### src/rtl/multi_channel_serial_transmitter_pkg.sv
// Shared types and helpers for the multi-channel serial transmitter.
// Frame geometry and baud divisor are derived from module parameters.
package multi_channel_serial_transmitter_pkg;

  typedef enum logic [1:0] {
    S_IDLE,
    S_LOAD,
    S_SEND,
    S_GAP
  } state_t;

  localparam logic [7:0] SYNC_DEF = 8'hA5;

  function automatic int calc_div(input int clk_hz, input int baud);
    return (clk_hz + baud / 2) / baud;
  endfunction

  function automatic int n_bytes(input int w);
    return (w + 7) / 8;
  endfunction

  function automatic int frame_len(input int dw, input int tw);
    return n_bytes(dw) + n_bytes(tw) + 3;
  endfunction

endpackage

### src/rtl/multi_channel_serial_transmitter_uart_tx_byte.sv
// 8N1 byte serializer; ready also rises in the last stop-bit cycle
// so a following byte starts with no idle bit in between.
module uart_tx_byte #(
  parameter int DIV = 104
) (
  input  logic       clk_12MHz,
  input  logic       rst_n,
  input  logic       start,
  input  logic [7:0] byte_in,
  output logic       ready,
  output logic       tx
);

  localparam int CW = (DIV > 1) ? $clog2(DIV) : 1;

  logic          active;
  logic [3:0]    bit_cnt;
  logic [CW-1:0] baud_cnt;
  logic [8:0]    sh;
  logic          baud_end;

  assign baud_end = (baud_cnt == CW'(DIV - 1));
  assign ready    = ~active | (baud_end & (bit_cnt == 4'd9));

  always_ff @(posedge clk_12MHz or negedge rst_n) begin
    if (!rst_n) begin
      active   <= 1'b0;
      tx       <= 1'b1;
      bit_cnt  <= '0;
      baud_cnt <= '0;
      sh       <= '1;
    end else if (start && ready) begin
      active   <= 1'b1;
      tx       <= 1'b0;
      bit_cnt  <= '0;
      baud_cnt <= '0;
      sh       <= {1'b1, byte_in};
    end else if (active) begin
      if (baud_end) begin
        baud_cnt <= '0;
        if (bit_cnt == 4'd9) begin
          active <= 1'b0;
          tx     <= 1'b1;
        end else begin
          bit_cnt <= bit_cnt + 4'd1;
          tx      <= sh[0];
          sh      <= {1'b1, sh[8:1]};
        end
      end else begin
        baud_cnt <= baud_cnt + 1'b1;
      end
    end
  end

endmodule

### src/rtl/multi_channel_serial_transmitter.sv
// N-channel sample buffer with round-robin arbiter that frames
// each captured sample into a checksummed UART packet.
module multi_channel_serial_transmitter
  import multi_channel_serial_transmitter_pkg::*;
#(
  parameter int         N_CH      = 4,
  parameter int         DATA_W    = 17,
  parameter int         TS_W      = 24,
  parameter int         CLK_HZ    = 12000000,
  parameter int         BAUD      = 115200,
  parameter logic [7:0] SYNC_BYTE = SYNC_DEF,
  parameter int         GAP_BITS  = 2
) (
  input  logic                   clk_12MHz,
  input  logic                   rst_n,
  input  logic [N_CH-1:0]        data_availible,
  input  logic [N_CH*DATA_W-1:0] decoded_data,
  input  logic [N_CH*TS_W-1:0]   timestamp_last_data,
  output logic [N_CH-1:0]        reset_decoder,
  output logic                   tx,
  output logic                   busy
);

  localparam int DIV   = calc_div(CLK_HZ, BAUD);
  localparam int DB    = n_bytes(DATA_W);
  localparam int TB    = n_bytes(TS_W);
  localparam int L     = frame_len(DATA_W, TS_W);
  localparam int IDX_W = $clog2(L);
  localparam int CH_W  = (N_CH > 1) ? $clog2(N_CH) : 1;
  localparam int GAP_N = GAP_BITS * DIV;
  localparam int GW    = (GAP_N > 1) ? $clog2(GAP_N) : 1;

  logic [N_CH-1:0]   full;
  logic [N_CH-1:0]   cap;
  logic [N_CH-1:0]   clr;
  logic [DATA_W-1:0] sd [N_CH];
  logic [TS_W-1:0]   st [N_CH];

  state_t            state;
  logic [CH_W-1:0]   rr;
  logic [CH_W-1:0]   gnt;
  logic [CH_W-1:0]   gnt_q;
  logic              any;
  logic [7:0]        fb [L];
  logic [7:0]        frame [L];
  logic [IDX_W-1:0]  idx;
  logic              last;
  logic [GW-1:0]     gcnt;

  logic              start;
  logic              ready;
  logic [7:0]        byte_in;

  // Capture only looks at the registered flag, so a slot freed in
  // LOAD can refill at the earliest one cycle later.
  assign cap = data_availible & ~full;
  assign clr = (state == S_LOAD) ? (N_CH'(1) << gnt_q) : '0;

  always_ff @(posedge clk_12MHz or negedge rst_n) begin
    if (!rst_n) begin
      full          <= '0;
      reset_decoder <= '0;
    end else begin
      full          <= (full & ~clr) | cap;
      reset_decoder <= cap;
    end
  end

  always_ff @(posedge clk_12MHz) begin
    for (int i = 0; i < N_CH; i++) begin
      if (cap[i]) begin
        sd[i] <= decoded_data[i*DATA_W +: DATA_W];
        st[i] <= timestamp_last_data[i*TS_W +: TS_W];
      end
    end
  end

  always_comb begin
    gnt = '0;
    any = 1'b0;
    for (int k = 0; k < N_CH; k++) begin
      int j;
      j = int'(rr) + k;
      if (j >= N_CH) j = j - N_CH;
      if (!any && full[j]) begin
        any = 1'b1;
        gnt = CH_W'(j);
      end
    end
  end

  always_comb begin
    logic [DB*8-1:0] dp;
    logic [TB*8-1:0] tp;
    logic [7:0]      ck;
    dp    = (DB*8)'(sd[gnt_q]);
    tp    = (TB*8)'(st[gnt_q]);
    fb[0] = SYNC_BYTE;
    fb[1] = {4'(gnt_q), 4'h0};
    for (int j = 0; j < DB; j++) fb[2+j] = dp[(DB-1-j)*8 +: 8];
    for (int j = 0; j < TB; j++) fb[2+DB+j] = tp[(TB-1-j)*8 +: 8];
    ck = '0;
    for (int j = 1; j < L - 1; j++) ck = ck ^ fb[j];
    fb[L-1] = ck;
  end

  always_ff @(posedge clk_12MHz or negedge rst_n) begin
    if (!rst_n) begin
      state <= S_IDLE;
      rr    <= '0;
      gnt_q <= '0;
      idx   <= '0;
      last  <= 1'b0;
      gcnt  <= '0;
      busy  <= 1'b0;
      for (int i = 0; i < L; i++) frame[i] <= '0;
    end else begin
      unique case (state)
        S_IDLE: begin
          if (any) begin
            gnt_q <= gnt;
            busy  <= 1'b1;
            state <= S_LOAD;
          end
        end
        S_LOAD: begin
          frame <= fb;
          rr    <= (gnt_q == CH_W'(N_CH - 1)) ? '0 : gnt_q + 1'b1;
          idx   <= IDX_W'(1);
          last  <= 1'b0;
          state <= S_SEND;
        end
        S_SEND: begin
          if (ready) begin
            if (last) begin
              gcnt  <= '0;
              state <= S_GAP;
            end else if (idx == IDX_W'(L - 1)) begin
              last <= 1'b1;
            end else begin
              idx <= idx + 1'b1;
            end
          end
        end
        S_GAP: begin
          if (gcnt == GW'(GAP_N - 1)) begin
            busy  <= 1'b0;
            state <= S_IDLE;
          end else begin
            gcnt <= gcnt + 1'b1;
          end
        end
        default: state <= S_IDLE;
      endcase
    end
  end

  // SYNC goes out straight from LOAD so the start bit lands two
  // cycles after the slot fills.
  always_comb begin
    start   = (state == S_LOAD) | ((state == S_SEND) & ready & ~last);
    byte_in = (state == S_LOAD) ? SYNC_BYTE : frame[idx];
  end

  uart_tx_byte #(
    .DIV(DIV)
  ) u_tx (
    .clk_12MHz(clk_12MHz),
    .rst_n    (rst_n),
    .start    (start),
    .byte_in  (byte_in),
    .ready    (ready),
    .tx       (tx)
  );

endmodule
### config.mk
export PLATFORM = sky130hd
export DESIGN_NAME = multi_channel_serial_transmitter
export DESIGN_NICKNAME = d
export VERILOG_FILES = /design/src/rtl/multi_channel_serial_transmitter_pkg.sv /design/src/rtl/multi_channel_serial_transmitter_uart_tx_byte.sv /design/src/rtl/multi_channel_serial_transmitter.sv
export SDC_FILE = /design/constraint.sdc
export NUM_CORES = 1
export LEC_CHECK = 0
export BUFFER_PORTS_ARGS = -buffer_cell sky130_fd_sc_hd__buf_2
export CORE_UTILIZATION = 55
export CTS_BUF_LIST = sky130_fd_sc_hd__clkbuf_8
export DETAILED_ROUTE_END_ITERATION = 10
export GPL_TIMING_DRIVEN = 0
export PLACE_DENSITY = 0.78
export SYNTH_ARGS = -nofsm -noshare
export SYNTH_HDL_FRONTEND = slang
export SYNTH_SLANG_ARGS = --single-unit
### constraint.sdc
create_clock -name clk_12MHz -period 7.5 [get_ports clk_12MHz]
set_input_delay 1.5 -clock clk_12MHz [delete_from_list [all_inputs] [get_ports clk_12MHz]]
set_output_delay 1.5 -clock clk_12MHz [all_outputs]
set_load 0.01 [all_outputs]
==> flow_summary.ini, run 1 <==
[outcome]
outcome = complete, no violations

[timing]
drv_slew = 0
fmax_mhz = 374
rsz0062_at_grt = false
worst_pin_slew_ps = 719
setup-tns-final_ps = 0
setup_viol = 0
fin_crit_sh_pct = 35.7
report.final.hold_viol_count = 0
slew_headroom_pct = 52.1
whs_ps = 476
period_needed_ps = 2680
clock_skew_ps = 27.6

[worst_setup_path]
endpoint_kind = output pin
slowest_delay_ps = 520
cp_max_fo = 2
startpoint_type = flop
cp_cell_sequence = buf_2
cp_top_family = flip-flops
cp.required_ps = 6000
critPathArrivalTime_ps = 1180
path_class = flop to output pin
critPathSlowestCell = dfstp_2
reg2reg_slack_ps = 5070
cp_num_buf_inv = 1

[yosys]
synthMuxAreaShare_pct = 15.7
yosysWarningCount = 0
synth_compound_gate_area_share_pct = 5.01
yosysMostFrequentCell = edfxtp_1
syn_nets = 871
synth_cells = 686
synth_top_family_by_area = multiplexers
avgSynthCellArea_um2 = 16.3
synthAdderAreaFrac_pct = 1.68
synthSimpleGateAreaFrac_pct = 5.25
synth_xor_area_share_pct = 3.38
synth.largest_area_cell = edfxtp_1
synth_edf_count = 164
synth_async_sr_flop_share_pct = 38.1
yosysSeqAreaShare_pct = 66.9
synthDistinctLibCells = 56
synth-main-ff-cell = edfxtp_1
ys_seq_elements = 265
yosys-top-cells-area = edfxtp_1 (44%), dfrtp_1 (21%), mux4_2 (7.7%), mux2_2 (5.3%), xnor2_1 (3.0%)
synthTopCellsByCount = edfxtp_1 (164), dfrtp_1 (92), mux2_2 (53)
synth_top_area_share_pct = 44.1
syn_area_um2 = 11200

[floorplanning]
core_area_um2 = 19700
fp.dieArea_um2 = 20900
rows = 51
ioPinCount = 176
start_util_pct = 56.8
fp.dieH_um = 144
die_w_um = 144

[drt]
ant_nets = 0
vias_per_cell = 5.44
first_pass_iters = 5
drt_wl_total_um = 22800
drc = 0
vias = 6559
drt_iter0_drc = 426
wire_per_inst_um = 18.9

[cts]
htreeDepth = 2
clk_path_buf_depth = 3
cts_buffers = 42
ctsHoldBuffers = 0
cts_tree = yes
insertion_delay_ps = 560
cts_resized = 0
cts_sinks = 265
path_clk_slew_ps = 60
post-cts-setup-buffers = 0
cts_root_buf = clkbuf_8

[global_route]
grt_max_degree = 70
grt_pass1_vias = 6888
grt.total_usage_pct = 23.1
met2_usage_pct = 37.7
globalRoute.totalOverflow = 0
busiest_layer = met2
antenna_found_initial = 0
grtUsageMet1_pct = 29.7
grt_pass1_wl_um = 35600
met3_usage_pct = 5.73

[placement]
place_hpwl_um = 16100
port_buffers = 175
place_congestion = 0.831
dp.cells = 1131

[cells_and_area]
fin_cells = 1206
antennaDiodeCount = 0
final_nets = 1095
fillers = 1392
regArea_um2 = 7460
multi_input_area_um2 = 3490
final_layout_size_suffix_gt1_share_pct = 37.8
area_growth_pct = 18.9

[flow_run]
maxCapViolations = 0

[pwr]
power.density_nw_per_um2 = 379
ir_worst_vdd_mv = 0.223
leakage_nw = 5.25

[hold_path]
hold_class = flop to flop
[worst register-to-register path, delay by kind of cell (launching register included)]
kind / cells / cell delay, ps
compound gates: 1 / 450
xor+xnor: 1 / 160
fa+ha+maj: 1 / 160
buf+inv: 2 / 440
flops: 1 / 400
simple gates: 4 / 720
[per-stage QoR]
stage	instance area, µm²	setup slack, ps	total power, mW	util (%)
5_1_grt	13300	4760	5.31	67.5
2_1_floorplan	11200	3700	3.46	-
3_5_place_dp	12500	4760	3.94	63.6
4_1_cts	13300	4790	5.07	67.5
3_3_place_gp	12400	2120	3.88	62.9
6_report	13300	4820	5.02	67.5
[final timing paths]
kind | cells after the start | end | from
setup / recovery | 1 | tx | u_tx.tx
hold / removal | 2 | u_tx.sh[6] | u_tx.sh[6]
setup reg to reg | 9 | u_tx.bit_cnt[2] | state[0]
hold reg to reg | 2 | u_tx.sh[6] | u_tx.sh[6]
max in group asynchronous | 2 | u_tx.sh[7] | rst_n
min in group asynchronous | 1 | gcnt[5] | rst_n
[report_power, final]
| group | switching (mW) | internal, mW |
|---|---|---|
| Sequential | 0.173 | 1.93 |
| Combinational | 0.890 | 0.913 |
| Clock | 0.556 | 0.568 |
[kinds of logic after synthesis]
| logic type | Yosys count |
|---|---|
| compound gates | 87 |
| fa+ha+maj | 15 |
| buf+inv | 46 |
| simple gates | 124 |
| xor+xnor | 43 |
| mux | 106 |
| flops | 265 |
[registers in the layout (all words and copies together), names as in the netlist, 4 cells and up]
signal and flops:
frame 52, full 4, gcnt 8, idx 4
reset_decoder 4, sd 68, st 96, u_tx.baud_cnt 7
u_tx.bit_cnt 4, u_tx.sh 8
[layout by cell type, fill, tap and decap left out, types with 16 or more instances in the layout]
master    instances
clkbuf_1         16
a21oi_1          27
nor2_1           44
edfxtp_1        164
mux4_2           38
inv_1            32
mux2_2           53
buf_2           181
xnor2_1          38
o21ai_0          26
clkbuf_8         42
nand2_1          34
dfrtp_1          92
[final cells by class]
| type | instances | area share, % |
|---|---|---|
| Sequential cell | 265 | 56.2 |
| Multi-Input combinational cell | 375 | 26.3 |
| Timing Repair Buffer | 180 | 7.43 |
| Clock buffer | 42 | 4.36 |
| Tap cell | 265 | 2.50 |
| Clock inverter | 33 | 1.41 |
| Buffer | 33 | 1.41 |
| Inverter | 13 | 0.368 |
[routing by layer]
| metal | wire (µm) | vias up |
|---|---|---|
| li1 | - | 3073 |
| met1 | 9550 | 3222 |
| met2 | 11200 | 223 |
| met3 | 1400 | 41 |
| met4 | 654 | 0 |
| met5 | 0 | - |
(Power assumes the default switching activity.)
==> run 2: changes to the inputs <==
clock period = 2.8 ns   (was 7.5 ns; I/O delays follow)
==> flow_summary.ini, run 2 (synthesis results as in run 1) <==
[pwr]
p_seq_share_pct = 41.7
swShare_pct = 32.4
combPwrFrac_pct = 36.1
power.density_nw_per_um2 = 1020
p_clk_share_pct = 22.2
power_mw = 13.5
internal-power_mw = 9.14
p_sw_mw = 4.38
leakage_nw = 5.26
ir_worst_vdd_mv = 0.691

[floorplanning]
rows = 51
core_area_um2 = 19700
die_w_um = 144
fp.dieH_um = 144
fp.dieArea_um2 = 20900
ioPinCount = 176
start_util_pct = 56.8

[cells_and_area]
final_layout_size_suffix_gt1_share_pct = 37.5
final_common_cell = buf_2
top_register = st
antennaDiodeCount = 0
area_growth_pct = 19.2
reg_top3 = st x96, sd x68, frame x52
final_nets = 1095
largest_reg_flops = 96
regArea_um2 = 7460
final_cell_mix = buf_2 (181), edfxtp_1 (164), dfrtp_1 (92), mux2_2 (53), clkbuf_8 (46)
fillers = 1397
multi_input_area_um2 = 3490

[worst_setup_path]
critPathSlowestCell = a21oi_1
path_class = flop to flop
cp_top_family = simple AND/OR/NAND/NOR gates
slowest_delay_ps = 450
cp_num_buf_inv = 2
cp_max_fo = 9
cp_cell_sequence = inv_1 > ha_1 > clkbuf_1 > nor2b_1 > nor2_1 > a21oi_1 > nand2_1 > xor2_1 > nor2_1
cp.required_ps = 3230
critPathMostFrequentCell = nor2_1
endpoint_kind = flop
reg2reg_slack_ps = 340
startpoint_type = flop
critPathArrivalTime_ps = 2890

[timing]
setup_viol = 0
fin_crit_sh_pct = 88.0
period_needed_ps = 2460
drv_slew = 0
whs_ps = 48.2
setup-tns-final_ps = 0
rsz0062_at_grt = false
report.final.hold_viol_count = 0
clock_skew_ps = 16.7
slew_headroom_pct = 46.6
fmax_mhz = 406
fin_ws_ps = 337
worst_pin_slew_ps = 800

[cts]
post-cts-setup-buffers = 0
path_clk_slew_ps = 60
cts_sinks = 265
cts_tree = yes
cts_root_buf = clkbuf_8
clk_path_buf_depth = 3
cts_resized = 0
ctsHoldBuffers = 0
htreeDepth = 2
cts_buffers = 42
insertion_delay_ps = 550

[global_route]
globalRoute.totalOverflow = 0
grt_pass1_vias = 6871
grt_pass1_wl_um = 35500
grt.total_usage_pct = 23.0
antenna_found_initial = 0
grt_max_degree = 52

[placement]
place_hpwl_um = 16300
pre_cts_ws_ps = 353
place_congestion = 0.839
port_buffers = 175

[outcome]
outcome = complete, no violations

[drt]
wire_per_inst_um = 19.0
drt_wl_total_um = 23000
ant_nets = 0
drt_iter0_drc = 300
vias = 6605
first_pass_iters = 5
vias_per_cell = 5.46
drc = 0

[hold_path]
hold_class = primary input to asynchronous set/reset pin

[flow_run]
maxCapViolations = 0
==> run 2: area by class of cell <==
| cell class | instances | share of cell area (%) |
|---|---|---|
| buffer | 33 | 1.41 |
| clock buffer | 46 | 4.76 |
| clock inverter | 32 | 1.11 |
| inverter | 13 | 0.367 |
| multi-input combinational | 375 | 26.2 |
| sequential | 265 | 56.1 |
| tap | 265 | 2.49 |
| timing repair buffer | 180 | 7.53 |
==> run 2: stage by stage <==
stage               util [%]  instances  area, µm²
global placement        63.0       1126      12400
finish                  67.7       1209      13300
CTS                     67.7       1209      13300
global route            67.7       1209      13300
detailed placement      63.7       1131      12500
floorplan                  -        686      11200
==> run 2: worst paths after layout <==
path	depth (start not counted)	startpoint	end
min in group clk_12MHz	1	timestamp_last_data[24]	st[1][0]
hold reg to reg	2	u_tx.sh[1]	u_tx.sh[1]
setup / recovery	9	state[0]	u_tx.bit_cnt[2]
hold / removal	1	rst_n	gcnt[2]
max in group asynchronous	2	rst_n	frame[26]
setup reg to reg	9	state[0]	u_tx.bit_cnt[2]
==> run 2: metal layers <==
metal,vias up,share of wire [%],global-route usage [%]
met5,-,0,0
met1,3295,42,29.5
met2,199,51,39.4
met4,0,2.0,7.76
met3,40,5.0,4.47
li1,3071,-,-
==> run 2: power by group through the flow <==
| stage | Combinational [mW] | Sequential (mW) | Clock [mW] |
|---|---|---|---|
| 6_report | 4.88 | 5.64 | 3.00 |
| 3_5_place_dp | 4.93 | 5.70 | 0 |
| 3_3_place_gp | 4.72 | 5.68 | 0 |
| 5_1_grt | 5.31 | 5.73 | 3.23 |
| 2_1_floorplan | 3.70 | 5.55 | 0 |
| 4_1_cts | 4.96 | 5.64 | 3.06 |
==> run 2: worst reg2reg max path, cell delays in order (launching register included) <==
cell and delay [ps]:
dfrtp_1 400, inv_1 120, ha_1 160, clkbuf_1 300, nor2b_1 420, nor2_1 190, a21oi_1 450, nand2_1 130
xor2_1 140, nor2_1 50
